--- config.mk ---
export PLATFORM = sky130hd
export DESIGN_NAME = wb_stage
export DESIGN_NICKNAME = d
export VERILOG_FILES = /design/src/rtl/cpu_pkg.sv /design/src/rtl/load_align.sv /design/src/rtl/wb_stage.sv
export SDC_FILE = /design/constraint.sdc
export NUM_CORES = 1
export LEC_CHECK = 0
export ABC_AREA = 1
export ABC_CLOCK_PERIOD_IN_PS = 1900
export CAP_MARGIN = 40
export CELL_PAD_IN_SITES_DETAIL_PLACEMENT = 2
export CELL_PAD_IN_SITES_GLOBAL_PLACEMENT = 2
export CORE_MARGIN = 2
export CORE_UTILIZATION = 20
export DETAILED_ROUTE_END_ITERATION = 8
export GPL_TIMING_DRIVEN = 0
export PLACE_DENSITY = 0.89
export SETUP_SLACK_MARGIN = 0.1
export SLEW_MARGIN = 20
export SYNTH_ARGS = -nofsm -noshare
export SYNTH_HDL_FRONTEND = slang
export SYNTH_SLANG_ARGS = --single-unit
--- constraint.sdc ---
create_clock -name clk -period 1.9 [get_ports clk]
set_input_delay 0.475 -clock clk [delete_from_list [all_inputs] [get_ports clk]]
set_output_delay 0.475 -clock clk [all_outputs]
set_load 0.05 [all_outputs]
--- src/rtl/cpu_pkg.sv ---
// rtl/cpu_pkg.sv - shared load-type, writeback-state and reset-PC definitions
package cpu_pkg;

  localparam logic [2:0] LT_LB  = 3'd0;
  localparam logic [2:0] LT_LBU = 3'd1;
  localparam logic [2:0] LT_LH  = 3'd2;
  localparam logic [2:0] LT_LHU = 3'd3;
  localparam logic [2:0] LT_LW  = 3'd4;

  typedef enum logic [1:0] {
    WB_EMPTY = 2'd0,
    WB_FULL  = 2'd1,
    WB_WAIT  = 2'd2
  } wb_state_e;

  localparam logic [31:0] PC_RESET_DEFAULT = 32'hBFC0_0000;

endpackage

--- src/rtl/load_align.sv ---
// rtl/load_align.sv - selects and sign/zero-extends load data from a read word
module load_align
  import cpu_pkg::*;
(
  input  logic [31:0] rdata_i,
  input  logic [2:0]  ltype_i,
  input  logic [1:0]  addr_lo_i,
  output logic [31:0] result_o
);

  logic [7:0]  byte_sel;
  logic [15:0] half_sel;

  always_comb begin
    case (addr_lo_i)
      2'd0:    byte_sel = rdata_i[7:0];
      2'd1:    byte_sel = rdata_i[15:8];
      2'd2:    byte_sel = rdata_i[23:16];
      default: byte_sel = rdata_i[31:24];
    endcase
    // Halfword misalignment is trapped upstream, so only addr_lo[1] matters.
    half_sel = addr_lo_i[1] ? rdata_i[31:16] : rdata_i[15:0];
  end

  always_comb begin
    case (ltype_i)
      LT_LB:   result_o = {{24{byte_sel[7]}}, byte_sel};
      LT_LBU:  result_o = {24'd0, byte_sel};
      LT_LH:   result_o = {{16{half_sel[15]}}, half_sel};
      LT_LHU:  result_o = {16'd0, half_sel};
      LT_LW:   result_o = rdata_i;
      default: result_o = rdata_i;
    endcase
  end

endmodule

--- src/rtl/wb_stage.sv ---
// rtl/wb_stage.sv - MIPS writeback stage; WB_TRACE_EN adds trace ports and a retire counter
module wb_stage
  import cpu_pkg::*;
#(
  parameter logic [31:0] PC_RESET = PC_RESET_DEFAULT
`ifdef WB_TRACE_EN
  , parameter int CNT_W = 32
`endif
) (
  input  logic        clk,
  input  logic        reset,
  input  logic        in_valid,
  output logic        in_ready,
  input  logic [31:0] in_pc,
  input  logic        in_wen,
  input  logic [4:0]  in_wreg,
  input  logic [31:0] in_wdata,
  input  logic        in_load,
  input  logic [2:0]  in_ltype,
  input  logic [1:0]  in_addr_lo,
  input  logic        dresp_valid,
  input  logic [31:0] dresp_rdata,
  output logic        rf_wen,
  output logic [4:0]  rf_wreg,
  output logic [31:0] rf_wdata,
  output logic [31:0] debug_wb_pc
`ifdef WB_TRACE_EN
  , output logic [3:0]       debug_wb_rf_wen
  , output logic [4:0]       debug_wb_rf_wnum
  , output logic [31:0]      debug_wb_rf_wdata
  , output logic [CNT_W-1:0] retired_cnt
`endif
);

  wb_state_e   state_q, state_d;
  logic [31:0] pc_q;
  logic        wen_q;
  logic [4:0]  wreg_q;
  logic [31:0] wdata_q;
  logic [2:0]  ltype_q;
  logic [1:0]  addr_lo_q;

  logic        load_done;
  logic        retire;
  logic        accept;
  logic [31:0] load_result;

  load_align u_load_align (
    .rdata_i   (dresp_rdata),
    .ltype_i   (ltype_q),
    .addr_lo_i (addr_lo_q),
    .result_o  (load_result)
  );

  // Gating with reset discards a load whose response arrives while reset is held.
  assign load_done = (state_q == WB_WAIT) & dresp_valid;
  assign retire    = ~reset & ((state_q == WB_FULL) | load_done);
  assign in_ready  = (state_q != WB_WAIT) | dresp_valid;
  assign accept    = in_valid & in_ready;

  assign rf_wen      = retire & wen_q & (wreg_q != 5'd0);
  assign rf_wreg     = wreg_q;
  assign rf_wdata    = load_done ? load_result : wdata_q;
  assign debug_wb_pc = pc_q;

  always_comb begin
    state_d = state_q;
    if (accept) begin
      state_d = in_load ? WB_WAIT : WB_FULL;
    end else if (retire) begin
      state_d = WB_EMPTY;
    end
  end

  always_ff @(posedge clk) begin
    if (reset) begin
      state_q   <= WB_EMPTY;
      pc_q      <= PC_RESET;
      wen_q     <= 1'b0;
      wreg_q    <= 5'd0;
      wdata_q   <= 32'd0;
      ltype_q   <= 3'd0;
      addr_lo_q <= 2'd0;
    end else begin
      state_q <= state_d;
      if (accept) begin
        pc_q      <= in_pc;
        wen_q     <= in_wen;
        wreg_q    <= in_wreg;
        wdata_q   <= in_wdata;
        ltype_q   <= in_ltype;
        addr_lo_q <= in_addr_lo;
      end
    end
  end

`ifdef WB_TRACE_EN
  logic [CNT_W-1:0] retired_cnt_q;

  always_ff @(posedge clk) begin
    if (reset) begin
      retired_cnt_q <= '0;
    end else if (retire) begin
      retired_cnt_q <= retired_cnt_q + CNT_W'(1);
    end
  end

  assign debug_wb_rf_wen   = {4{rf_wen}};
  assign debug_wb_rf_wnum  = rf_wreg;
  assign debug_wb_rf_wdata = rf_wdata;
  assign retired_cnt       = retired_cnt_q;
`endif

endmodule

==> results of run 1 <==
## per-stage QoR
stage                     instance area (um^2)  hold WS (ps)  setup TNS [ps]
after global placement                    6000           455          -52790
after detailed placement                  6000           463          -57730
final                                     7250           466          -12500
after CTS                                 6900           479          -10470
after floorplan                           3890           446           -12.4
after global routing                      7240           496          -14530
## cells by family after synthesis
logic type / count (synthesis)
flip-flops: 77
AND/OR/NAND/NOR: 297
buffers and inverters: 75
AO/OA/AOI/OAI: 126
## registers in the layout, indices dropped and copies added, names as in the netlist
name,cells
wdata_q,32
ltype_q,3
state_q,2
addr_lo_q,2
rf_wreg,5
wen_q,1
debug_wb_pc,32
## area by class of cell
class / count / area share, %
Sequential cell: 77 / 21.4
Clock inverter: 4 / 0.967
Antenna cell: 1 / 0.0345
Timing Repair Buffer: 208 / 29.0
Clock buffer: 12 / 3.54
Tap cell: 234 / 4.04
Inverter: 34 / 2.81
Buffer: 40 / 4.20
Multi-Input combinational cell: 423 / 33.9
## cells in the mapped netlist, drive strengths merged
| cell | count | area [um^2] |
|---|---|---|
| nor2 | 126 | 473 |
| nand2 | 113 | 429 |
| o21ai | 78 | 390 |
| dfxtp | 77 | 1540 |
| a21oi | 41 | 205 |
| nand3 | 38 | 195 |
| inv | 34 | 130 |
| buf | 24 | 155 |
| clkbuf | 17 | 63.8 |
| or2 | 16 | 100 |
| o211ai | 7 | 52.6 |
| nand4 | 2 | 25.0 |
| nand3b | 1 | 11.3 |
| nor3 | 1 | 5.00 |
## per-layer routing
metal  vias up  GRT usage [%]  wire length [um]
met3        17           6.07              1290
met4         0           4.26               253
met1      2247           21.2              7890
li1       2285              -                 -
met5         -              0                 0
met2       126           33.1              9990
## critical path: stages (launching register included)
cell and delay, ps:
dfxtp_2 320, buf_8 130, buf_4 150, clkbuf_16 160
nand2_1 70, o21ai_2 80, a21oi_1 210, nand2_2 100
nand2_2 80, nand2_2 60, buf_8 150
## where the power goes
group	switching, W	internal, W	total [W]
combinational	0.00120	0.000786	0.00198
sequential	0.0000743	0.00174	0.00182
clock	0.000732	0.00122	0.00195
## what timing repair did
action	in CTS	in global routing
pin swaps	31	25
gates cloned	3	1
setup endpoints to repair	106	34
resized for setup	434	66
buffers inserted	14	8
## final timing paths
check,from,end,depth (start not counted)
max,addr_lo_q[1],rf_wdata[12],10
max reg2reg,state_q[0],wdata_q[4],8
min reg2reg,state_q[0],state_q[0],2
min,state_q[0],state_q[0],2
==> impl_metrics.env, run 1 <==
export IMPL_core_area_mm2=0.0186
export IMPL_worst_pin_slew_ps=588
export IMPL_die_width_um=141
export IMPL_multi_input_area_mm2=0.00246
export IMPL_synth_top_family_by_area="simple AND/OR/NAND/NOR gates"
export IMPL_finalNetCount=905
export IMPL_synth_mux_area_fraction_pct=0
export IMPL_overflow=0
export IMPL_insertion_delay_ps=350
export IMPL_gp_congestion=0.795
export IMPL_setup_slack_ps=-446
export IMPL_areaGrowthSynthToFinish_pct=91.8
export IMPL_port_buffers=182
export IMPL_syn_cell_area_mm2=0.00378
export IMPL_synthAdderAreaFrac_pct=0
export IMPL_hold_buffers=0
export IMPL_final_fill_count=2078
export IMPL_grt_max_degree=15
export IMPL_maxCapViolCount=0
export IMPL_max_slew_margin_pct=60.8
export IMPL_power_w=0.00575
export IMPL_cts_buffers=9
export IMPL_drive_gt1_share_pct=31.2
export IMPL_ys_ff_latch=77
export IMPL_cts_root_buffer="clkbuf_16"
export IMPL_power_leakage_nw=3.09
export IMPL_violations="negative setup slack"
export IMPL_cts_sinks=77
export IMPL_fp_row_count=50
export IMPL_cts_tree="built"
export IMPL_crit_required_ps=1420
export IMPL_syn_inst=575
export IMPL_grt_pass1_wl_um=28300
export IMPL_drt_initial_drc_count=99
export IMPL_synth_cell_types=23
export IMPL_grt_usage_pct=18.4
export IMPL_pin_count=183
export IMPL_routed_via_density=4.53
export IMPL_setup_viol=33
export IMPL_drt_wl_total_um=19400
export IMPL_ys_seq_area_share_pct=40.8
export IMPL_area_sequential_mm2=0.00155
export IMPL_initial_core_util_pct=20.3
export IMPL_fin_crit_sh_pct=123
export IMPL_rsz0062_at_grt="true"
export IMPL_final_common_cell="nor2_1"
export IMPL_fin_cells=1033
export IMPL_hold_class="reg -> reg"
export IMPL_crit_type="reg -> out"
export IMPL_dr_pass1_iters=4
export IMPL_power_density_mw_per_mm2=793
export IMPL_dp_cells=991
export IMPL_synth_compound_area_share_pct=17.2
export IMPL_maxClockFrequency_mhz=426
export IMPL_fp_dieH_um=141
export IMPL_hold_viol=0
export IMPL_vias=4675
export IMPL_grt_pass1_vias=5188
export IMPL_synth_nets=687
export IMPL_synthesis_area_per_instance_um2=6.57
export IMPL_final_cell_mix="nor2_1 (125), clkdlybuf4s50_1 (99), dfxtp_1 (72), o21ai_1 (65), nand2_1 (56)"
export IMPL_outcome="finished with violations"
export IMPL_dieArea_mm2=0.0200
export IMPL_critPathCaptureType="output pin"
export IMPL_arrival_ps=1870
export IMPL_vdd_drop_max_mv=0.426
export IMPL_r2r_slack_ps=280
export IMPL_yosysWarnings=0
export IMPL_final_max_slew_viol_count=0
export IMPL_clock_skew_ps=7.50
export IMPL_hpwl_um=13500
export IMPL_worstSetupStartpointType="register"
export IMPL_wl_per_cell_um=18.8
export IMPL_worstPathMaxFanout=5
export IMPL_final_util_pct=38.9
export IMPL_period_minus_slack_ps=2350
export IMPL_drc=0
export IMPL_synth_xor_area_share_pct=0
export IMPL_place_worst_setup_slack_ps=-1460
export IMPL_clk_pin_slew_worst_paths_ps=60
export IMPL_antenna_found_initial=1
export IMPL_ant_nets=0
export IMPL_synth_simple_area_share_pct=32.8
export IMPL_htree_levels=3
export IMPL_cts_buffer_depth=2
Note: power is estimated with default switching activity, not from simulation.
==> inputs of run 2 (changes only) <==
- MAX_ROUTING_LAYER: default -> met4
==> run 2 against run 1 <==
  * The flow still finishes with violations (negative setup slack)
  * Via count rose by 0.62%
  * Flip-flop and latch count unchanged
  * Count of clock-buffer cells in the layout stayed put
  * Wire length rose by 0.48%
  * Clock skew rose by 0.83 ps
  * Global-route usage is 0.54 points higher
  * Fmax decreased by 0.48%
  * Die area unchanged
  * Register-to-register slack is essentially flat
  * Largest cell class unchanged
==> impl_metrics.env, run 2 (same netlist as run 1, synthesis figures left out) <==
export IMPL_slowest_stage="dlygate4sd2_1"
export IMPL_dieArea_mm2=0.0200
export IMPL_dr_pass1_iters=4
export IMPL_vdd_drop_max_mv=0.413
export IMPL_htree_levels=3
export IMPL_initial_core_util_pct=20.3
export IMPL_design_area_mm2=0.00725
export IMPL_hold_buffers=0
export IMPL_ant_nets=0
export IMPL_sw_frac_of_total_pct=34.8
export IMPL_critPathCaptureType="output pin"
export IMPL_routed_via_density=4.55
export IMPL_insertion_delay_ps=340
export IMPL_p_sw_w=0.00200
export IMPL_core_area_mm2=0.0186
export IMPL_antenna_found_initial=1
export IMPL_cts_sinks=77
export IMPL_arrival_ps=1880
export IMPL_cts_root_buffer="clkbuf_16"
export IMPL_hold_viol=0
export IMPL_drive_gt1_share_pct=31.6
export IMPL_cts_buffer_depth=2
export IMPL_rsz0062_at_grt="true"
export IMPL_worst_pin_slew_ps=569
export IMPL_gp_congestion=0.806
export IMPL_crit_required_ps=1420
export IMPL_drt_initial_drc_count=115
export IMPL_hpwl_um=13500
export IMPL_violations="negative setup slack"
export IMPL_clock_skew_ps=8.33
export IMPL_fin_crit_sh_pct=124
export IMPL_drt_wl_total_um=19500
export IMPL_final_max_slew_viol_count=0
export IMPL_clk_pin_slew_worst_paths_ps=60
export IMPL_maxCapViolCount=0
export IMPL_path_cells="dlygate4sd2_1 > nand2_8 > nand3_4 > nand4_4 > buf_4 > nand3_1 > nand2_2 > clkinvlp_4 > buf_6"
export IMPL_grt_pass1_wl_um=28200
export IMPL_die_width_um=141
export IMPL_critPathMaxStageDelay_ps=390
export IMPL_vias=4704
export IMPL_period_minus_slack_ps=2360
export IMPL_grt_usage_pct=19.0
export IMPL_cts_buffers=9
export IMPL_fp_row_count=50
export IMPL_maxClockFrequency_mhz=424
export IMPL_overflow=0
export IMPL_final_cell_mix="nor2_1 (125), clkdlybuf4s50_1 (99), dfxtp_1 (72), o21ai_1 (65), nand2_1 (54)"
export IMPL_finalNetCount=905
export IMPL_pin_count=183
export IMPL_met2_usage_pct=33.0
export IMPL_cts_tree="built"
export IMPL_port_buffers=182
export IMPL_outcome="finished with violations"
export IMPL_seqPwrFrac_pct=31.6
export IMPL_worstSetupStartpointType="input port"
export IMPL_areaGrowthSynthToFinish_pct=92.0
export IMPL_placed_cell_area_mm2=0.00600
export IMPL_fp_dieH_um=141
export IMPL_power_leakage_nw=3.08
export IMPL_fin_cells=1033
export IMPL_crit_type="in -> out"
export IMPL_final_fill_count=2092
export IMPL_critPathTopFamily="buffers and inverters"
export IMPL_wl_per_cell_um=18.9
export IMPL_grt_busiest_layer="met2"
export IMPL_power_density_mw_per_mm2=792
export IMPL_grt_pass1_vias=5207
export IMPL_max_slew_margin_pct=62.0
export IMPL_dp_cells=991
export IMPL_setup_slack_ps=-457
export IMPL_hold_class="reg -> reg"
export IMPL_grt_met3_usage_pct=5.30
export IMPL_setup_viol=33
export IMPL_grtUsageMet1_pct=21.7
export IMPL_grt_max_degree=15
export IMPL_clkPwrFrac_pct=33.8
export IMPL_drc=0
export IMPL_combPwrFrac_pct=34.6
export IMPL_p_int_w=0.00375
export IMPL_path_buf_inv=4
export IMPL_final_common_cell="nor2_1"
export IMPL_worstPathMaxFanout=8
## run 2: cell types whose count changed in the layout (fill, tap and decap cells not counted)
cell,previous run,this run
a21oi_1,28,27
a21oi_2,11,12
nand2_1,56,54
nand2_2,44,48
nand2_4,12,10
o21ai_2,3,2
o21ai_4,6,7
## run 2: final cells by class
cell class | instances | area, um^2 | share of cell area (%)
timing repair buffer | 208 | 2100 | 29.0
clock buffer | 12 | 256 | 3.54
antenna | 1 | 2.50 | 0.0345
tap | 234 | 293 | 4.04
clock inverter | 4 | 70.1 | 0.966
multi-input combinational | 423 | 2460 | 34.0
sequential | 77 | 1550 | 21.4
inverter | 34 | 204 | 2.81
buffer | 40 | 304 | 4.19
## run 2: metal layers
metal | wire (um) | vias up
li1 | - | 2284
met1 | 7980 | 2265
met2 | 10200 | 138
met3 | 1190 | 17
met4 | 185 | 0
met5 | 0 | -
## run 2: final timing paths
kind / from / endpoint / slack, ps / cells past startpoint
worst min register to register: state_q[0] / state_q[0] / 470 / 2
worst max-delay path: dresp_rdata[15] / rf_wdata[17] / -460 / 9
worst max register to register: state_q[0] / wdata_q[4] / 290 / 8
worst min-delay path: state_q[0] / state_q[0] / 470 / 2
## run 2: metrics by stage
| stage | power, W | util (%) | setup WS [ps] | hold slack, ps | TNS [ps] |
|---|---|---|---|---|---|
| after global routing | 0.00601 | 38.9 | -485 | 496 | -14260 |
| final | 0.00575 | 38.9 | -457 | 466 | -12730 |
| after detailed placement | 0.00352 | 32.2 | -1460 | 463 | -57730 |
| after floorplan | 0.00282 | - | -12.4 | 446 | -12.4 |
| after CTS | 0.00567 | 37.0 | -395 | 479 | -10470 |
| after global placement | 0.00348 | 32.2 | -1390 | 455 | -52790 |
## run 2: power by group through the flow
stage                     sequential, W  clock [W]  combinational, W
after floorplan                 0.00204          0          0.000780
after global placement          0.00184          0           0.00164
after detailed placement        0.00185          0           0.00167
after CTS                       0.00181    0.00199           0.00187
after global routing            0.00183    0.00208           0.00211
final                           0.00182    0.00194           0.00199
## run 2: tightest hold or removal path: cells and delay by family (launching register included)
kind,cells,cell delay [ps]
AOI/OAI and AO/OA,1,50
DFF,1,320
and+or+nand+nor,1,60
## run 2: what timing repair did
item	CTS	global route
gates resized for setup	434	68
setup buffers	14	8
endpoints found under the setup margin	106	34
pin swaps	31	26
gates cloned	3	1
==> inputs of run 3 (changes only) <==
- TNS_END_PERCENT: default -> 100
==> results of run 3 <==
Same layout as run 2: the final DEF is identical, and so are final timing and power.
